<file path="src/rtl/barrel_shift_pipe.sv">
// Pipelined barrel shifter: one registered stage per shift-amount bit.
// Stage k shifts by 2^k when its current low shamt bit is set. The stage
// passes on the remaining shamt bits, the mode, the operand sign bit and a
// valid flag. The whole pipe advances in lockstep whenever the output
// register is empty or is being drained. This gives a ready/valid stream
// with one beat per cycle and a fixed latency of SW cycles.
module barrel_shift_pipe #(
    parameter int WIDTH = 8,               // power of two, 2..64
    parameter int SW    = $clog2(WIDTH)    // derived; do not override alone
) (
    input  logic             clk,
    input  logic             rst,
    input  logic             in_valid,
    output logic             in_ready,
    input  logic [WIDTH-1:0] in_data,
    input  logic [SW-1:0]    in_shamt,
    input  logic [1:0]       in_mode,
    output logic             out_valid,
    input  logic             out_ready,
    output logic [WIDTH-1:0] out_data
);

    typedef enum logic [1:0] {
        MODE_LSL = 2'b00,
        MODE_LSR = 2'b01,
        MODE_ASR = 2'b10,
        MODE_ROL = 2'b11
    } mode_e;

    // One pipeline slot. The shamt field is consumed LSB-first. Each stage
    // shifts it right by one, so every stage looks only at bit 0.
    typedef struct packed {
        logic             valid;
        logic             sign;   // MSB of the original operand, for ASR fill
        mode_e            mode;
        logic [SW-1:0]    shamt;
        logic [WIDTH-1:0] data;
    } stage_t;

    stage_t stage_q [SW];
    stage_t stage_d [SW];
    stage_t head;
    logic   adv;

    // Applies one power-of-two shift step to a slot and retires its shamt bit.
    function automatic stage_t shift_stage(input stage_t s, input int unsigned amt);
        stage_t           r;
        logic [WIDTH-1:0] ones;
        logic [WIDTH-1:0] sign_fill;
        r         = s;
        ones      = '1;
        sign_fill = ~(ones >> amt);
        if (s.shamt[0]) begin
            case (s.mode)
                MODE_LSL: r.data = s.data << amt;
                MODE_LSR: r.data = s.data >> amt;
                MODE_ASR: r.data = (s.data >> amt) | (s.sign ? sign_fill : '0);
                MODE_ROL: r.data = (s.data << amt) | (s.data >> (WIDTH - amt));
                default:  r.data = s.data;
            endcase
        end
        r.shamt = s.shamt >> 1;
        return r;
    endfunction

    // The pipe moves only when the final slot is empty or being retired.
    // Reset also frees it, because reset flushes every slot anyway.
    assign adv       = rst | out_ready | ~out_valid;
    assign in_ready  = adv;
    assign out_valid = stage_q[SW-1].valid;
    assign out_data  = stage_q[SW-1].data;

    // Next-state of every stage: stage 0 from the ports, others from predecessor.
    always_comb begin
        // NOTE: every variable this block writes gets a value on every pass, so no latch can form.
        head       = '0;
        head.valid = in_valid;
        head.sign  = in_data[WIDTH-1];
        head.mode  = mode_e'(in_mode);
        head.shamt = in_shamt;
        head.data  = in_data;
        stage_d[0] = shift_stage(head, 1);
        for (int k = 1; k < SW; k++) begin
            stage_d[k] = shift_stage(stage_q[k-1], 32'(1) << k);
        end
    end

    // Stage registers: flush valid bits on reset, advance all stages together.
    always_ff @(posedge clk) begin
        if (rst) begin
            // NOTE: only the valid bits are reset. Payload behind a cleared valid is never observed.
            for (int k = 0; k < SW; k++) begin
                stage_q[k].valid <= 1'b0;
            end
        end else if (adv) begin
            // NOTE: non-blocking assignment, so every stage samples its predecessor's pre-edge value.
            for (int k = 0; k < SW; k++) begin
                stage_q[k] <= stage_d[k];
            end
        end
    end

endmodule

</file>
<file path="config.mk">
export PLATFORM = sky130hd
export DESIGN_NAME = barrel_shift_pipe
export DESIGN_NICKNAME = d
export VERILOG_FILES = /design/src/rtl/barrel_shift_pipe.sv
export SDC_FILE = /design/constraint.sdc
export NUM_CORES = 1
export LEC_CHECK = 0
export CORE_MARGIN = 4
export CORE_UTILIZATION = 40
export CTS_BUF_LIST = sky130_fd_sc_hd__clkbuf_2 sky130_fd_sc_hd__clkbuf_4 sky130_fd_sc_hd__clkbuf_8
export DETAILED_ROUTE_END_ITERATION = 12
export GPL_TIMING_DRIVEN = 0
export HOLD_SLACK_MARGIN = 0.08
export MAX_ROUTING_LAYER = met4
export PLACE_DENSITY = 0.61
export SYNTH_ARGS = -nofsm -noshare
export SYNTH_HDL_FRONTEND = slang
export SYNTH_SLANG_ARGS = --single-unit
</file>
<file path="constraint.sdc">
create_clock -name clk -period 1.71 [get_ports clk]
set_input_delay 0.171 -clock clk [delete_from_list [all_inputs] [get_ports clk]]
set_output_delay 0.171 -clock clk [all_outputs]
set_load 0.03 [all_outputs]
</file>
# After elaboration in Yosys (flattened, before gate mapping)
# Memory sizes are Yosys's and may differ from the RTL's.
# Index checks and enable logic that the tools add are counted.
# Widths: inputs -> output; s select.
# word_totals
mem_bits_rw	42
memories	1
regBits	0
out_inout_bits	10
inputBits	17
rom_bits	0
word_cells	42
latchBits	0
# classes
n_mul	0
shifts	0
reduce_logical	3
n_mux	17
n_eq_ne	9
magnitude_cmp	0
div_mod_pow	0
bitwise_logic	12
addsub	0
# memory_table
name	depth	width	rd	rd_ports_with_merged_regs	wr	line	text
stage_q	3	14	3	0	3	40	stage_t stage_q [SW];
# ops
cell	count
$pmux 8 s4	3
$mux 8	6
$eq 2x2->1 const B	6
$mux 1	8
$or 4x8->8	1
$or 6x8->8	1
$or 7x8->8	1
$or 8x1->8	1
$or 8x2->8	1
$or 8x4->8	1
$eq 2x1->1 const B	3
$logic_not 2->1	3
$or 1x1->1	5
$not 1->1	1

# Longest topological paths before layout
# An unclocked memory read counts as a cell.
# logic_depth
depth_word	7
depth_mapped	6
mapped_depth_nobuf	4

# Least setup slack after synthesis
# OpenSTA, ideal clock, no wires.
# synth_timing
path_type	reg-to-reg
start	memory stage_q[0][41] (netlist bit)
end	memory stage_q[0][0] (netlist bit) (enable)
arrival_ps	1443
n_path_buf	2
required_time_ps	1333
path_stages_with_launch	5
slack_ps	-110
path_cell_list	edfxtp_1 -> a21o_1 -> buf_2 -> inv_1 -> buf_2
# synth_lines
item	line
from (decl)	40

==> results.yml <==
floorplanning:
  fp.coreArea_um2: 4414
  design.die.area_um2: 5761
  dieHeight_um: 75.90
  rows: 24
  die_w_um: 75.90
  ios: 27
  initial_utilization_pct: 41.78
final_layout:
  top_register: "stage_q"
  register_area_um2: 1081
  largest_reg_flops: 36
  drive_gt1_share_pct: 13.61
  multi_input_area_um2: 654.4
  top_regs: "stage_q (36)"
  nFillCells: 374
  fin_area_um2: 2272
  antennaDiodeCount: 0
  final_nets: 207
  areaGrowthSynthToFinish_pct: 23.20
  utilization_pct: 51.47
min_path:
  min_path_cells: 1
  hold_path.class: "register to register"
timing:
  fin_crit_ns: 1.547
  worst_pin_slew_ns: 0.5301
  holdWs_ns: 0.5274
  rsz0062_at_grt: "no"
  drv_slew: 0
  setup-tns-final_ns: 0
  hold_viol_final: 0
  slew_headroom_pct: 64.66
  fin_skew_ns: 0.006060
  setup_viol: 0
  fmax_ghz: 0.6463
  period_share_pct: 90.48
placement:
  io_buffers: 26
  place_hpwl_um: 2363
  place_area_um2: 2172
  place_congestion: 0.8239
global_routing:
  overflow: 0
  grt_pass1_wl_um: 5554
  track_usage_pct: 12.23
  grt_pass1_vias: 1214
  grt_max_degree: 43
  grt_antenna_before_repair: 0
clock_tree:
  root_buffer: "clkbuf_8"
  clock_sinks: 36
  cts-htree-levels: 2
  clk_latency_ns: 0.28
  clk_pin_slew_ns: 0.06
  numCtsBuffers: 5
  clock_path_buffers: 2
  cts_hold_buffers: 0
  tritoncts: "done"
worst_setup_path:
  critPathSlowestCell: "edfxtp_1"
  worstPathCellList: "mux2_2 -> a221oi_1 -> nor3_1"
  cp.depth: 3
  end_kind: "register"
  crit_required_ns: 1.73
  startpoint_type: "register"
  crit_type: "register to register"
  cp.buffers_inverters: 0
  cp_max_fo: 5
  r2r_cells: 3
  cp_top_family: "flip-flops"
  worstPathArrival_ns: 1.56
  max_stage_delay_ns: 0.46
detailed_routing:
  drt_iter0_markers: 98
  drc: 0
  routed_wirelength_um: 3236
  avgViaCountPerCell: 5.115
  ant_nets: 0
  vias: 1243
  wl_per_cell_um: 13.32
  drtPass1Iterations: 4
pwr:
  p_leak_nw: 0.8513
  powerDensity_nw_per_um2: 893.2
  total_power_mw: 2.030
  peakVddDrop_v: 0.0003070
run_status:
  status: "finished, final reports clean"
logic_synthesis:
  synth-edff-count: 36
  ys_warn_count: 0
  yosysMostFrequentCell: "edfxtp_1"
  yosysSeqAreaShare_pct: 58.62
  synth_commonest_cells: "edfxtp_1 (36), nor2_1 (20), a211oi_1 (16)"
  synth_area_leaders: "edfxtp_1 (59%), a211oi_1 (6.5%), mux2i_1 (5.4%)"
  synth_top_area_share_pct: 58.62
  synthesis.nets: 174
  synth.distinct_cells: 26
  yosysTopAreaCell: "edfxtp_1"
  ys.flop_type: "edfxtp_1"
  synthCells: 157
  async_flop_share_pct: 0
  avgSynthCellArea_um2: 11.75
  ys_ff_latch: 36
  synth_area_um2: 1844
run:
  drv_cap: 0
==> placed cells by master, fill, tap and decap left out, types with 7 or more instances in the layout <==
master	netlist	routed
and2_1	10	10
clkdlybuf4s50_1	0	25
mux2i_1	10	10
inv_1	7	7
nor2_1	20	20
edfxtp_1	36	36
a211oi_1	16	16
buf_4	8	8
nand2_1	10	10
==> per-layer routing <==
metal,GRT usage [%],vias up,part of all wire [%]
met5,-,-,0
met4,5.338,0,1.5
met2,21.58,27,53
met1,12.52,584,41
met3,3.436,5,3.9
li1,-,627,-
==> where the power goes <==
part | internal [mW] | leakage, nW | total (mW) | switching [mW]
registers | 1.06 | 0.371 | 1.09 | 0.0377
logic | 0.168 | 0.434 | 0.348 | 0.180
clock network | 0.315 | 0.0467 | 0.589 | 0.274
total | 1.54 | 0.851 | 2.03 | 0.492
==> worst paths after layout <==
path | startpoint | endpoint | slack (ns)
worst max-delay path | stage_q[0][10] | stage_q[0][15] | 0.16
worst min-delay path | stage_q[0][27] | stage_q[0][41] | 0.53
worst max register to register | stage_q[0][10] | stage_q[0][15] | 0.16
worst min register to register | stage_q[0][27] | stage_q[0][41] | 0.53
==> cells by family after synthesis <==
| family | after synthesis | share of synthesized area, % |
|---|---|---|
| AO/OA/AOI/OAI | 28 | 10.65 |
| XOR/XNOR | 3 | 2.850 |
| buffers and inverters | 22 | 6.242 |
| flip-flops | 36 | 58.62 |
| multiplexers | 13 | 7.259 |
| AND/OR/NAND/NOR | 55 | 14.38 |
==> per-stage QoR <==
stage,setup WS (ns),std cells
floorplan,0.08841,157
global placement,-0.1659,235
CTS,0.03440,243
detailed placement,-0.1931,235
finish,0.1627,243
global route,0.07451,243
==> cell type report <==
type / count / share of cell area (%)
clock inverter: 1 / 0.1652
timing repair buffer: 26 / 11.56
tap: 52 / 2.863
multi-input combinational: 99 / 28.80
inverter: 7 / 1.156
buffer: 15 / 4.185
sequential: 36 / 47.58
clock buffer: 7 / 3.689
==> repair_timing <==
item / 4_1_cts / 5_1_grt
endpoints found under the hold margin: 0 / 0
setup buffers: 0 / 0
resized for setup: 0 / 3
endpoints found under the setup margin: 0 / 39
No activity file was read; power rests on OpenSTA's default activity.
